`src/rtl/lcd_pkg.sv`:
```
// Shared types and constants for the HD44780-style LCD write sequencer.
package lcd_pkg;

   typedef enum logic [2:0] {
      PWR_WAIT,
      INIT_LOAD,
      IDLE,
      SETUP,
      EN_HIGH,
      HOLD,
      WAIT
   } lcd_state_t;

   localparam int INIT_LEN = 6;
   localparam logic [7:0] INIT_TABLE [INIT_LEN] = '{8'h38, 8'h38, 8'h38, 8'h0C, 8'h01, 8'h06};

   localparam logic [7:0] CMD_CLEAR    = 8'h01;
   localparam logic [7:0] CMD_HOME     = 8'h02;
   localparam logic [7:0] CMD_HOME_ALT = 8'h03;

   // Clear and home commands need the long post-transfer wait.
   function automatic logic is_long_cmd(input logic rs, input logic [7:0] data);
      return !rs && (data == CMD_CLEAR || data == CMD_HOME || data == CMD_HOME_ALT);
   endfunction

endpackage

```
`src/rtl/lcd_delay_counter.sv`:
```
// Loadable countdown that parks at zero; shared by every timed sequencer state.
module lcd_delay_counter
   import lcd_pkg::*;
#(
   parameter int CNT_W = 20
) (
   input  logic             clk,
   input  logic             load,
   input  logic [CNT_W-1:0] load_val,
   output logic             zero
);

   logic [CNT_W-1:0] count;

   always_ff @(posedge clk) begin
      if (load)
         count <= load_val;
      else if (count != '0)
         count <= count - 1'b1;
   end

   assign zero = (count == '0);

endmodule

```
`src/rtl/lcd_sequencer.sv`:
```
// Write-only LCD byte sequencer with setup/enable/hold/wait timing.
// Define LCD_AUTO_INIT_EN to add the power-on wait and built-in init sequence.
module lcd_sequencer
   import lcd_pkg::*;
#(
   parameter int POWERON_WAIT_CYC = 750000,
   parameter int SETUP_CYC        = 3,
   parameter int EN_PULSE_CYC     = 25,
   parameter int CMD_WAIT_CYC     = 2500,
   parameter int CLEAR_WAIT_CYC   = 82000
) (
   input  logic       clk_clk,
   input  logic       reset_reset,
   input  logic       req_valid,
   input  logic       req_rs,
   input  logic [7:0] req_data,
   output logic       req_ready,
   output logic       init_done,
   output logic       busy,
   output logic       lcd_rs,
   output logic       lcd_rw,
   output logic       lcd_en,
   output logic [7:0] lcd_data
);

   localparam int CNT_W = 20;

   function automatic logic [CNT_W-1:0] cyc_to_load(input int n);
      return (n > 1) ? CNT_W'(n - 1) : '0;
   endfunction

   lcd_state_t       state;
   logic             cnt_load;
   logic [CNT_W-1:0] cnt_val;
   logic             cnt_zero;
   logic             accept;
`ifdef LCD_AUTO_INIT_EN
   logic [2:0]       init_idx;
`endif

   assign req_ready = (state == IDLE) && init_done;
   assign accept    = req_valid && req_ready;
   assign busy      = (state != IDLE);
   assign lcd_rw    = 1'b0;

   // The counter is loaded on the same edge that enters the next timed state.
   always_comb begin
      cnt_load = 1'b0;
      cnt_val  = cyc_to_load(SETUP_CYC);
      if (reset_reset) begin
         cnt_load = 1'b1;
         cnt_val  = cyc_to_load(POWERON_WAIT_CYC);
      end else begin
         case (state)
            IDLE:      cnt_load = accept;
            INIT_LOAD: cnt_load = 1'b1;
            SETUP: begin
               cnt_load = cnt_zero;
               cnt_val  = cyc_to_load(EN_PULSE_CYC);
            end
            EN_HIGH:   cnt_load = cnt_zero;
            HOLD: begin
               cnt_load = cnt_zero;
               cnt_val  = is_long_cmd(lcd_rs, lcd_data) ? cyc_to_load(CLEAR_WAIT_CYC)
                                                        : cyc_to_load(CMD_WAIT_CYC);
            end
            default: ;
         endcase
      end
   end

   lcd_delay_counter #(.CNT_W(CNT_W)) u_delay (
      .clk      (clk_clk),
      .load     (cnt_load),
      .load_val (cnt_val),
      .zero     (cnt_zero)
   );

   always_ff @(posedge clk_clk) begin
      if (reset_reset) begin
         state     <= PWR_WAIT;
         init_done <= 1'b0;
         lcd_en    <= 1'b0;
         lcd_rs    <= 1'b0;
         lcd_data  <= 8'h00;
`ifdef LCD_AUTO_INIT_EN
         init_idx  <= '0;
`endif
      end else begin
         case (state)
            PWR_WAIT: begin
`ifdef LCD_AUTO_INIT_EN
               if (cnt_zero)
                  state <= INIT_LOAD;
`else
               state     <= IDLE;
               init_done <= 1'b1;
`endif
            end
            INIT_LOAD: begin
`ifdef LCD_AUTO_INIT_EN
               lcd_rs   <= 1'b0;
               lcd_data <= INIT_TABLE[init_idx];
               init_idx <= init_idx + 1'b1;
               state    <= SETUP;
`else
               state    <= IDLE;
`endif
            end
            IDLE: begin
               if (accept) begin
                  lcd_rs   <= req_rs;
                  lcd_data <= req_data;
                  state    <= SETUP;
               end
            end
            SETUP: begin
               if (cnt_zero) begin
                  lcd_en <= 1'b1;
                  state  <= EN_HIGH;
               end
            end
            EN_HIGH: begin
               if (cnt_zero) begin
                  lcd_en <= 1'b0;
                  state  <= HOLD;
               end
            end
            HOLD: begin
               if (cnt_zero)
                  state <= WAIT;
            end
            WAIT: begin
               if (cnt_zero) begin
`ifdef LCD_AUTO_INIT_EN
                  if (!init_done && init_idx < 3'(INIT_LEN)) begin
                     state <= INIT_LOAD;
                  end else begin
                     init_done <= 1'b1;
                     state     <= IDLE;
                  end
`else
                  state <= IDLE;
`endif
               end
            end
            default: state <= PWR_WAIT;
         endcase
      end
   end

endmodule

```
`config.mk`:
```
export PLATFORM = sky130hd
export DESIGN_NAME = lcd_sequencer
export DESIGN_NICKNAME = d
export VERILOG_FILES = /design/src/rtl/lcd_pkg.sv /design/src/rtl/lcd_delay_counter.sv /design/src/rtl/lcd_sequencer.sv
export SDC_FILE = /design/constraint.sdc
export NUM_CORES = 1
export LEC_CHECK = 0
export CELL_PAD_IN_SITES_DETAIL_PLACEMENT = 1
export CELL_PAD_IN_SITES_GLOBAL_PLACEMENT = 1
export CORE_MARGIN = 1.5
export CORE_UTILIZATION = 46
export CTS_CLUSTER_SIZE = 14
export DETAILED_ROUTE_END_ITERATION = 7
export GPL_TIMING_DRIVEN = 0
export PLACE_DENSITY = 0.87
export SETUP_SLACK_MARGIN = 0.15
export SYNTH_ARGS = -nofsm -noshare
export SYNTH_HDL_FRONTEND = slang
export SYNTH_HIERARCHICAL = 1
export SYNTH_SLANG_ARGS = --single-unit
```
`constraint.sdc`:
```
create_clock -name clk_clk -period 7.8 [get_ports clk_clk]
set_input_delay 1.95 -clock clk_clk [delete_from_list [all_inputs] [get_ports clk_clk]]
set_output_delay 1.95 -clock clk_clk [all_outputs]
set_load 0.02 [all_outputs]
```
**After elaboration in Yosys (flattened, before gate mapping)**

Cells that the tools add are included.

- Add/subtract/negate cells: 1
- Multipliers: 0
- Divide/modulo/power cells: 0
- $lt $le $gt $ge: 0
- Equal/unequal tests: 15
- Shift operators: 0
- Multiplexer cells: 16
- Bitwise operators: 0
- Reduce and logical (&&, ||, !) cells: 16

Operators by type and width:

| operator | number |
|---|---|
| 2-to-1 mux 20 bit | 3 |
| case mux 17 bit (2 select lines) | 1 |
| logical NOT 20 bit | 1 |
| nonzero test 20 bit | 1 |
| subtractor 20 x 1 -> 20 bit (second input constant) | 1 |
| case mux 3 bit (6 select lines) | 1 |
| 2-to-1 mux 17 bit | 1 |
| equality test 8 x 2 -> 1 bit (second input constant) | 2 |
| 2-to-1 mux 3 bit | 5 |
| inequality test 2 bit (second input constant) | 5 |
| equality test 3 bit (second input constant) | 3 |
| equality test 8 x 1 -> 1 bit (second input constant) | 1 |
| equality test 3 x 2 -> 1 bit (second input constant) | 2 |
| AND reduction 5 bit | 1 |
| nonzero test 2 bit | 2 |
| equality test 3 x 1 -> 1 bit (second input constant) | 1 |
| logical AND 1 bit | 3 |
| logical NOT 3 bit | 1 |
| 2-to-1 mux 1 bit | 3 |
| inequality test 3 x 2 -> 1 bit (second input constant) | 1 |
| case mux 1 bit (3 select lines) | 1 |
| AND reduction 3 bit | 1 |
| OR reduction 3 bit | 1 |
| logical OR 1 bit | 2 |
| other kinds (4) | 4 |

- Bits in registers: 34
- Bits in latches: 0
- Memory bits (writable): 0
- ROM bits: 0
- Output and inout bits: 14
- Logic and storage cells: 54
- Memories kept: 0

**Depth between registers and ports, before layout**

- Depth in word-level cells: 8
- Gate-level depth with buffers: 10

**By module**

The synthesis kept the hierarchy.

Modules (own cells, without submodules):

| module | instances | cells each | area an instance (sq um) | sequential area each (sq um) |
|---|---|---|---|---|
| lcd_delay_counter | 1 | 122 | 1236.2 | 600.6 |
| lcd_sequencer | 1 | 94 | 843.3 | 280.3 |

**Worst setup path before layout**

OpenSTA, ideal clock, no wires.

- Path kind: input to register
- Start: input port reset_reset
- End: register u_delay.count[0] (enable)
- Library setup time: 0.377 ns
- Data arrival time: 3.109 ns
- Data required time: 7.423 ns
- Path slack: 4.314 ns
- Stages on the path: 6
- Buffers on the path: 2
- Path through: clkbuf_1 > a21oi_1 > o311ai_1 > clkbuf_1 > inv_1 > nand2_1

- Word-level cells in the longest chain between the ends: 2

Ends and longest elaborated chain:

| item | line | source |
|---|---|---|
| start: declaration | lcd_sequencer.sv:13 | `input logic reset_reset,` |
| 2-to-1 mux 1 bit | lcd_sequencer.sv:50 | `if (reset_reset) begin` |
| via cnt_load | lcd_sequencer.sv:33 | `logic cnt_load;` |
| nonzero test 2 bit (no source line) | -- |  |
| end signal: assignment | lcd_delay_counter.sv:17 | `count <= load_val;` |
| end signal: assignment | lcd_delay_counter.sv:19 | `count <= count - 1'b1;` |
| end: declaration | lcd_delay_counter.sv:13 | `logic [CNT_W-1:0] count;` |

The timed path passes the listed nets, and every way through them passes these cells.
A chain may end at the register's enable or synchronous reset.

**Final worst setup path**

- Start: input port reset_reset
- End: register u_delay.count[9] (enable)

The elaborated chain is that of the path after synthesis.

==> impl_metrics.toml <==
[grt]
grt_max_degree = 21
grt_pass1_vias = 1775
grt_usage = 0.220
antenna_found_initial = 0
grt_pass1_wl_mm = 8.54
grt_remaining_overflow = 0

[clock_tree]
cts_hold_buf = 0
htree_levels = 2
cts_setup_buffers = 0
cts_buffers = 5
path_clk_slew_ns = 0.07
cts_tree = "yes"
clock-root-buffer = "clkbuf_8"
cts_sinks = 34
clockBufferDepth = 2
clk_latency_ns = 0.29
cts_resized = 0

[drt]
drt_pre_antenna_iters = 4
routedWlPerCell_um = 16.6
num_vias = 1730
drc = 0
drtIter0Drc = 53
routed_wirelength_mm = 5.03
viasPerCell = 5.69
postRouteAntennaNets = 0

[worst_setup_path]
critPathArrivalTime_ns = 4.48
crit_path_end_kind = "flip-flop"
cp_cell_sequence = "clkdlybuf4s50_1 > clkbuf_1 > a21oi_1 > o311ai_1 > clkbuf_1 > inv_1 > nand2_1"
cp-start-kind = "primary input"
crit_path_top_delay_cell = "clkdlybuf4s50_1"
crit_buf_inv = 4
cp.depth = 7
rr_worst_depth = 8
max_stage_delay_ns = 0.81
reg2reg_to = "u_delay/count[9]"
crit_required_ns = 7.72
crit_end = "u_delay/count[9]"
path_common_cell = "clkbuf_1"
cp-startpoint = "reset_reset"
criticalPathCategory = "in -> reg"
timing.rr.start = "u_delay/count[16]"
reg2reg_slack_ns = 3.95
path_delay_family = "buffers and inverters"
crit_fanout = 20

[finish]
antenna_cells = 0
drive_gt1_frac = 0.147
final_cell_mix = "25 x nand2_1, 24 x clkdlybuf4s50_1, 20 x edfxtp_1"
final_common_cell = "nand2_1"
layout.nets = 265
area_growth_pct = 19.5

[timing]
slew_headroom = 0.448
setup-violations-final = 0
grt_setup_unrepaired = "no"
final.period_utilization = 0.585
final_hold_viol_count = 0
worst_pin_slew_ns = 0.825
drv_slew = 0
clock_skew_ns = 0.00859
fmax_ghz = 0.219
worst_slack_ns = 3.23
layout_min_cycle_time_ns = 4.57
finalSetupTns_ns = 0

[placed_design]
dp_hpwl_mm = 3.66
gp_congestion = 0.771
port_buffers = 24
place_ws_ns = 2.94

[power]
pwr_density_cell_nw_per_um2 = 174
vdd_drop_max_mv = 0.0813
leakagePower_nw = 0.856

[synth]
synthCells = 216
synth_area_per_cell_um2 = 9.63
synth_edf_count = 20
syn_area_um2 = 2080
yosys_warnings = 6
async_reset_ff_frac = 0
ys_ff_latch = 34
synth_cell_types = 52
synth_seq_area_share = 0.424
yosys_most_used_dff = "edfxtp_1"

[outcome]
outcome = "complete, no violations"

[floorplan]
ios = 26
fp.dieW_um = 70.2
rows = 24
fp.coreArea_um2 = 4350
fp.dieH_um = 70.2
start_util = 0.478
dieArea_um2 = 4930

[run]
cap_violations = 0

[worst_hold_path]
min_path_type = "reg -> reg"
==> where the power goes <==
| part | switching [mW] | internal [mW] |
|---|---|---|
| combinational | 0.0411 | 0.0355 |
| clock | 0.0689 | 0.0611 |
| sequential | 0.0189 | 0.207 |
| total | 0.129 | 0.304 |
==> worst min-delay path by stage <==
stage	slack, ns	depth (start not counted)	to	startpoint
floorplan	0.54	2	lcd_en	lcd_en
global placement	0.46	2	lcd_en	lcd_en
detailed placement	0.47	2	lcd_en	lcd_en
CTS	0.48	2	lcd_en	lcd_en
global route	0.52	2	lcd_en	lcd_en
finish	0.48	2	lcd_en	lcd_en
==> tightest hold or removal path, delay by kind of cell (launching register included) <==
family	cells	cell delay, ns
and+or+nand+nor	1	0.06
DFF	1	0.32
AOI/OAI and AO/OA	1	0.05
==> cell type report <==
type	instances	area, um^2
inverters	4	15.0
flip-flops and latches	34	881
multi-input cells	169	1120
fillers	499	1870
repair buffers	24	240
clock buffers	5	68.8
well taps	52	65.1
plain buffers	13	76.3
clock inverters	3	16.3
==> registers in the layout, summed over array words and instances (netlist names) <==
signal and count:
init_done 1, state 3, lcd_data 8, u_delay/count 20, lcd_rs 1, lcd_en 1
==> Yosys cell counts, drive strengths merged (3+ instances only) <==
cell type  number  area share
nand4b          9       0.038
xor2            9       0.038
nor4            7       0.039
dfxtp          14        0.13
inv             4      0.0072
nor3            4      0.0096
nand2          26       0.048
a31oi           3      0.0090
nand2b         10       0.030
or4             5       0.020
xnor2           6       0.025
edfxtp         20        0.29
o21ai          31       0.091
buf             5       0.017
a21oi           3      0.0072
nor2           15       0.027
o31ai           3       0.011
nor3b           4       0.019
clkbuf          8       0.019
nand4           5       0.018
==> metal layers <==
layer  vias to the layer above  wire, um  GRT usage
met3                         6       174     0.0462
met4                         0        66     0.0641
met1                       845      2210      0.270
met5                         -         0          0
met2                        25      2580      0.386
li1                        854         -          -
==> logic make-up (layout without fill, tap and decap cells) <==
logic type / after synthesis / count (layout) / share of synthesized area
AOI/OAI and AO/OA: 46 / 46 / 0.141
other: 1 / 5 / 0.00180
muxes: 1 / 1 / 0.00481
adders and majority gates: 2 / 2 / 0.0120
DFF: 34 / 34 / 0.424
buffers and inverters: 17 / 49 / 0.0439
xor gates and xnor gates: 15 / 15 / 0.0632
and+or+nand+nor: 100 / 100 / 0.309
==> per-stage QoR <==
| stage | cells | utilization | power, mW | hold slack (ns) | area [um^2] |
|---|---|---|---|---|---|
| final | 304 | 0.571 | 0.433 | 0.477 | 2480 |
| after global routing | 304 | 0.571 | 0.452 | 0.520 | 2480 |
| after CTS | 304 | 0.571 | 0.435 | 0.479 | 2480 |
| after detailed placement | 296 | 0.551 | 0.307 | 0.466 | 2400 |
| after global placement | 296 | 0.551 | 0.303 | 0.463 | 2400 |
| after floorplan | 220 | - | 0.278 | 0.542 | 2090 |
Note: power is estimated with default switching activity, not from simulation.
